**src/rtl/bg_fetch_pkg.sv**
```systemverilog
`default_nettype none
// ---------------------------------------------------------------------------
// bg_fetch_pkg : shared types and nibble helper for the background pixel fetch
// Revision     : 1.0
// ---------------------------------------------------------------------------
package bg_fetch_pkg;

  typedef enum logic [1:0] {
    IDLE   = 2'd0,
    ACCESS = 2'd1,
    OUT    = 2'd2
  } fetch_state_t;

  localparam int PIX_PER_BYTE    = 2;
  localparam bit HI_NIBBLE_FIRST = 1'b1;
  localparam int NIB_IDX_W       = $clog2(PIX_PER_BYTE);

  function automatic logic [3:0] sel_nibble(input logic [7:0] b,
                                            input logic [NIB_IDX_W-1:0] nib);
    logic take_hi;
    take_hi = (nib == '0) ? HI_NIBBLE_FIRST : !HI_NIBBLE_FIRST;
    return take_hi ? b[7:4] : b[3:0];
  endfunction

endpackage
`default_nettype wire

```
**src/rtl/bg_flash_fetch.sv**
```systemverilog
`default_nettype none
// ---------------------------------------------------------------------------
// bg_flash_fetch : 4bpp pixel fetch from parallel flash with a 1-byte cache
// Revision       : 1.0
// ---------------------------------------------------------------------------
module bg_flash_fetch
  import bg_fetch_pkg::*;
#(
  parameter int FL_AW       = 23,
  parameter int WAIT_CYCLES = 5,
  parameter int PIX_W       = 4
) (
  input  logic             Clk,
  input  logic             Reset_n,
  input  logic             flush,
  input  logic             req_valid,
  output logic             req_ready,
  input  logic [FL_AW:0]   req_pix_addr,
  output logic             pix_valid,
  input  logic             pix_ready,
  output logic [PIX_W-1:0] pix_data,
  output logic [FL_AW-1:0] fl_addr,
  output logic             fl_oe_n,
  input  logic [7:0]       fl_dq,
  input  logic             fl_ry
);

  localparam int CNT_W = $clog2(WAIT_CYCLES + 1);

  fetch_state_t         state_q, state_d;
  logic                 req_ready_q, req_ready_d;
  logic                 pix_valid_q, pix_valid_d;
  logic [PIX_W-1:0]     pix_data_q, pix_data_d;
  logic [FL_AW-1:0]     fl_addr_q, fl_addr_d;
  logic                 fl_oe_n_q, fl_oe_n_d;
  logic [CNT_W-1:0]     cnt_q, cnt_d;
  logic [NIB_IDX_W-1:0] nib_q, nib_d;
  logic [7:0]           cache_data_q, cache_data_d;
  logic [FL_AW-1:0]     cache_tag_q, cache_tag_d;
  logic                 cache_valid_q, cache_valid_d;

  logic                 accept;
  logic [FL_AW-1:0]     req_byte;
  logic                 hit;

  assign accept   = req_valid & req_ready_q;
  assign req_byte = req_pix_addr[FL_AW:1];
  // A flush in the accept cycle forces a miss even if the tag matches.
  assign hit      = cache_valid_q & (cache_tag_q == req_byte) & ~flush;

  always_comb begin
    state_d       = state_q;
    req_ready_d   = req_ready_q;
    pix_valid_d   = pix_valid_q;
    pix_data_d    = pix_data_q;
    fl_addr_d     = fl_addr_q;
    fl_oe_n_d     = fl_oe_n_q;
    cnt_d         = cnt_q;
    nib_d         = nib_q;
    cache_data_d  = cache_data_q;
    cache_tag_d   = cache_tag_q;
    cache_valid_d = cache_valid_q & ~flush;

    case (state_q)
      IDLE: begin
        req_ready_d = 1'b1;
        if (accept) begin
          req_ready_d = 1'b0;
          nib_d       = req_pix_addr[NIB_IDX_W-1:0];
          if (hit) begin
            pix_data_d  = PIX_W'(sel_nibble(cache_data_q, req_pix_addr[NIB_IDX_W-1:0]));
            pix_valid_d = 1'b1;
            state_d     = OUT;
          end else begin
            fl_addr_d = req_byte;
            cnt_d     = CNT_W'(WAIT_CYCLES - 1);
            fl_oe_n_d = 1'b0;
            state_d   = ACCESS;
          end
        end
      end

      ACCESS: begin
        if (fl_ry) begin
          if (cnt_q != '0) begin
            cnt_d = cnt_q - 1'b1;
          end else begin
            // The captured nibble is delivered even if flush drops the cache line.
            cache_data_d  = fl_dq;
            cache_tag_d   = fl_addr_q;
            cache_valid_d = ~flush;
            pix_data_d    = PIX_W'(sel_nibble(fl_dq, nib_q));
            pix_valid_d   = 1'b1;
            fl_oe_n_d     = 1'b1;
            state_d       = OUT;
          end
        end
      end

      OUT: begin
        if (pix_ready) begin
          pix_valid_d = 1'b0;
          req_ready_d = 1'b1;
          state_d     = IDLE;
        end
      end

      default: begin
        state_d     = IDLE;
        req_ready_d = 1'b0;
        pix_valid_d = 1'b0;
        fl_oe_n_d   = 1'b1;
      end
    endcase
  end

  always_ff @(posedge Clk or negedge Reset_n) begin
    if (!Reset_n) begin
      state_q       <= IDLE;
      req_ready_q   <= 1'b0;
      pix_valid_q   <= 1'b0;
      pix_data_q    <= '0;
      fl_addr_q     <= '0;
      fl_oe_n_q     <= 1'b1;
      cnt_q         <= '0;
      nib_q         <= '0;
      cache_data_q  <= '0;
      cache_tag_q   <= '0;
      cache_valid_q <= 1'b0;
    end else begin
      state_q       <= state_d;
      req_ready_q   <= req_ready_d;
      pix_valid_q   <= pix_valid_d;
      pix_data_q    <= pix_data_d;
      fl_addr_q     <= fl_addr_d;
      fl_oe_n_q     <= fl_oe_n_d;
      cnt_q         <= cnt_d;
      nib_q         <= nib_d;
      cache_data_q  <= cache_data_d;
      cache_tag_q   <= cache_tag_d;
      cache_valid_q <= cache_valid_d;
    end
  end

  assign req_ready = req_ready_q;
  assign pix_valid = pix_valid_q;
  assign pix_data  = pix_data_q;
  assign fl_addr   = fl_addr_q;
  assign fl_oe_n   = fl_oe_n_q;

endmodule
`default_nettype wire

```
**config.mk**
```make
export PLATFORM = sky130hd
export DESIGN_NAME = bg_flash_fetch
export DESIGN_NICKNAME = d
export VERILOG_FILES = /design/src/rtl/bg_fetch_pkg.sv /design/src/rtl/bg_flash_fetch.sv
export SDC_FILE = /design/constraint.sdc
export NUM_CORES = 1
export LEC_CHECK = 0
export CORE_ASPECT_RATIO = 0.5
export CORE_MARGIN = 3
export CORE_UTILIZATION = 40
export DETAILED_ROUTE_END_ITERATION = 6
export PLACE_DENSITY = 0.77
export SLEW_MARGIN = 20
export SYNTH_ARGS = -nofsm -noshare
export SYNTH_HDL_FRONTEND = slang
export SYNTH_SLANG_ARGS = --single-unit
export TNS_END_PERCENT = 100
```
**constraint.sdc**
```tcl
create_clock -name Clk -period 1.8 [get_ports Clk]
set_input_delay 0.27 -clock Clk [delete_from_list [all_inputs] [get_ports Clk]]
set_output_delay 0.27 -clock Clk [all_outputs]
set_load 0.005 [all_outputs]
```
==> run metrics <==
most frequent cells in the layout dfrtp_1, clkdlybuf4s50_1, mux2_2; max_cap viols 0; layout cells sized above 1 31.2%; outcome finished, violations left; Worst setup SP type input pin; critical path type in -> reg; number of synthesis warnings 0; Hold WC Path Type in -> reg; ant diodes 0; Max-slew headroom 67.6%; setup violators final 33; row cnt 22; DP Worst Slack -0.628 ns; Residual DRC 0; worst reg-to-reg path cell count 7; DRT iter0 DRCs 171; TritonCTS clock tree yes; initial antenna violation count 0; total grt overflow 0; most common cell after layout, fill and taps aside dfrtp_1; failing checks setup timing; RSZ-0062 raised after global routing yes; crit path max fanout 12; P&R area growth vs syn 44.3%; die area 9420 um2; nets 400; I/O pins 68; critical path endpoint category register; Die Ht 70.1 um; routability cong. 0.884; mapped cell area 3290 um2; Leakage 2.06 nW; crit path time final 2.04 ns; Yosys cell types 42; Clock Sinks 68; Vias/cell 5.21; actual slew at the worst max-slew pin 0.486 ns; WP data required 2.00 ns; Final Hold Fails 0; arrival time of the worst setup path 2.24 ns; Worst-path clk slew 0.06 ns; Slew Viols, Final 0; DP HPWL 5410 um; Achievable Freq 490 MHz; Post-Syn Nets 307; Clock Skews 0.00867 ns; Bufs on Longest Clock Path 2; total iterations of the first detailed-routing run 5; Synth Instances 267; Mean Syn Cell Area 12.3 um2; R2R Path End fl_addr[2]$_DFFE_PN0P_; drt wl/cell 17.9 um; Root Driver clkbuf_16; Initial Util 43.0%; Final Worst Setup Slack -0.242 ns; Worst setup startpoint req_pix_addr[3]; largest net degree at the start of global routing 39; Die Wd 134 um; htree depth 3; VDD IR max 0.630 mV; flops & latches, synth 68; I/O Buffers 67; Critical Path Sink fl_addr[2]$_DFFE_PN0P_; Clock Latency Late Sink 0.33 ns; post-synth top area share 50.9%; sequential share of the synthesized area 51.7%; Area contributors post-synth dfrtp_1, mux2_2, mux2_4; vias in the first global route 2630; Util after Layout 62.1%; TritonCTS buffer count 9; Final period util 113%; first-pass GRT wire length 13600 um; P per Cell Area 1730 nW/um2; ANT nets after route 0; Synth area leader dfrtp_1; GRT Total Usage 18.2%; DRT Wirelength 8460 um; FF-to-FF Start cache_tag_q[4]$_DFFE_PN0P_; R2R Setup Slk -0.23 ns; core area 7650 um2; routed via count 2464
-- metal layers --
metal  vias up  track usage [%]  share of wire, %
met5         -                0                 0
met4         0             4.85              0.72
met3         6             4.10               4.6
met2        58             30.9                51
met1      1260             23.6                44
li1       1140                -                 -
-- cell families (layout without fill, tap and decap cells) --
group | count (synthesis) | count (layout) | synth area share (%)
muxes | 62 | 62 | 22.0
adders and majority gates | 2 | 2 | 0.760
DFF | 68 | 68 | 51.7
AOI/OAI and AO/OA | 29 | 29 | 6.46
xor gates and xnor gates | 23 | 23 | 6.12
buffers and inverters | 18 | 116 | 2.85
and+or+nand+nor | 65 | 65 | 10.0
-- state kept, by name (all words and copies together), names as in the netlist --
name,count
cnt_q,3
pix_data,4
pix_valid,1
fl_addr,23
cache_valid_q,1
fl_oe_n,1
req_ready,1
nib_q,1
cache_data_q,8
cache_tag_q,23
state_q,2
-- worst min-delay path by stage --
stage	from	endpoint	slack, ns	cells after the start
floorplan	Reset_n	cache_data_q[0]$_DFFE_PN0P_	-0.03	0
global placement	Reset_n	fl_addr[22]$_DFFE_PN0P_	0.31	2
detailed placement	Reset_n	cache_tag_q[9]$_DFFE_PN0P_	0.33	2
CTS	req_pix_addr[5]	fl_addr[4]$_DFFE_PN0P_	0.36	2
global route	req_pix_addr[5]	fl_addr[4]$_DFFE_PN0P_	0.36	2
finish	req_pix_addr[17]	fl_addr[16]$_DFFE_PN0P_	0.36	2
-- through the flow --
step	cell area, um2	setup TNS (ns)	total power [mW]	instances	hold WS [ns]
2_1_floorplan	3310	-0.426	4.61	267	-0.0256
3_3_place_gp	4190	-16.60	5.85	446	0.312
3_5_place_dp	4190	-18.50	6.02	446	0.330
4_1_cts	4630	-5.95	8.05	467	0.356
5_1_grt	4750	-8.64	8.70	473	0.355
6_report	4750	-5.76	8.24	473	0.356
-- power breakdown --
part	total, mW	internal (mW)	switching (mW)	leakage, nW
combinational	3.58	2.19	1.39	1.10
sequential	2.90	2.27	0.626	0.808
clock	1.76	1.08	0.679	0.146
total	8.24	5.55	2.69	2.06
-- critical path, cell delays in order --
cell,delay (ns)
clkdlybuf4s50_1,0.45
xor2_1,0.20
nor4_2,0.32
nand4_1,0.22
o21ai_4,0.26
buf_12,0.18
mux2_1,0.34
-- cell usage after synthesis, drive strengths merged --
library cell	count
inv	4
nand2	22
o21a	2
mux2	54
xnor2	8
mux2i	8
nand3b	1
dfrtp	67
nand3	7
nor4b	1
nand4bb	1
a22oi	1
a21oi	7
a211oi	1
xor2	15
dfstp	1
and2	1
a22o	1
o21ai	7
and3	1
o221ai	4
nor4	4
buf	9
nor2b	3
nor2	8
a311o	4
and4bb	1
ha	2
clkbuf	5
nand2b	4
o2111ai	1
or2	2
nor3	6
o2bb2ai	1
nand4	3
-- timing repair --
| item | CTS | global route |
|---|---|---|
| hold endpoints to repair | 29 | 0 |
| hold buffers | 1 | 0 |
| gates resized for setup | 28 | 9 |
| pin swaps | 4 | 4 |
| setup buffers | 2 | 4 |
| gates cloned | 2 | 2 |
| setup endpoints to repair | 65 | 65 |
-- final cells by class --
| class | instances | area, um2 |
|---|---|---|
| Clock buffer | 9 | 225 |
| Tap cell | 108 | 135 |
| Multi-Input combinational cell | 181 | 1610 |
| Sequential cell | 68 | 1700 |
| Inverter | 4 | 15.0 |
| Clock inverter | 7 | 77.6 |
| Fill cell | 566 | 2900 |
| Timing Repair Buffer | 96 | 983 |
No activity file was read; power rests on OpenSTA's default activity.
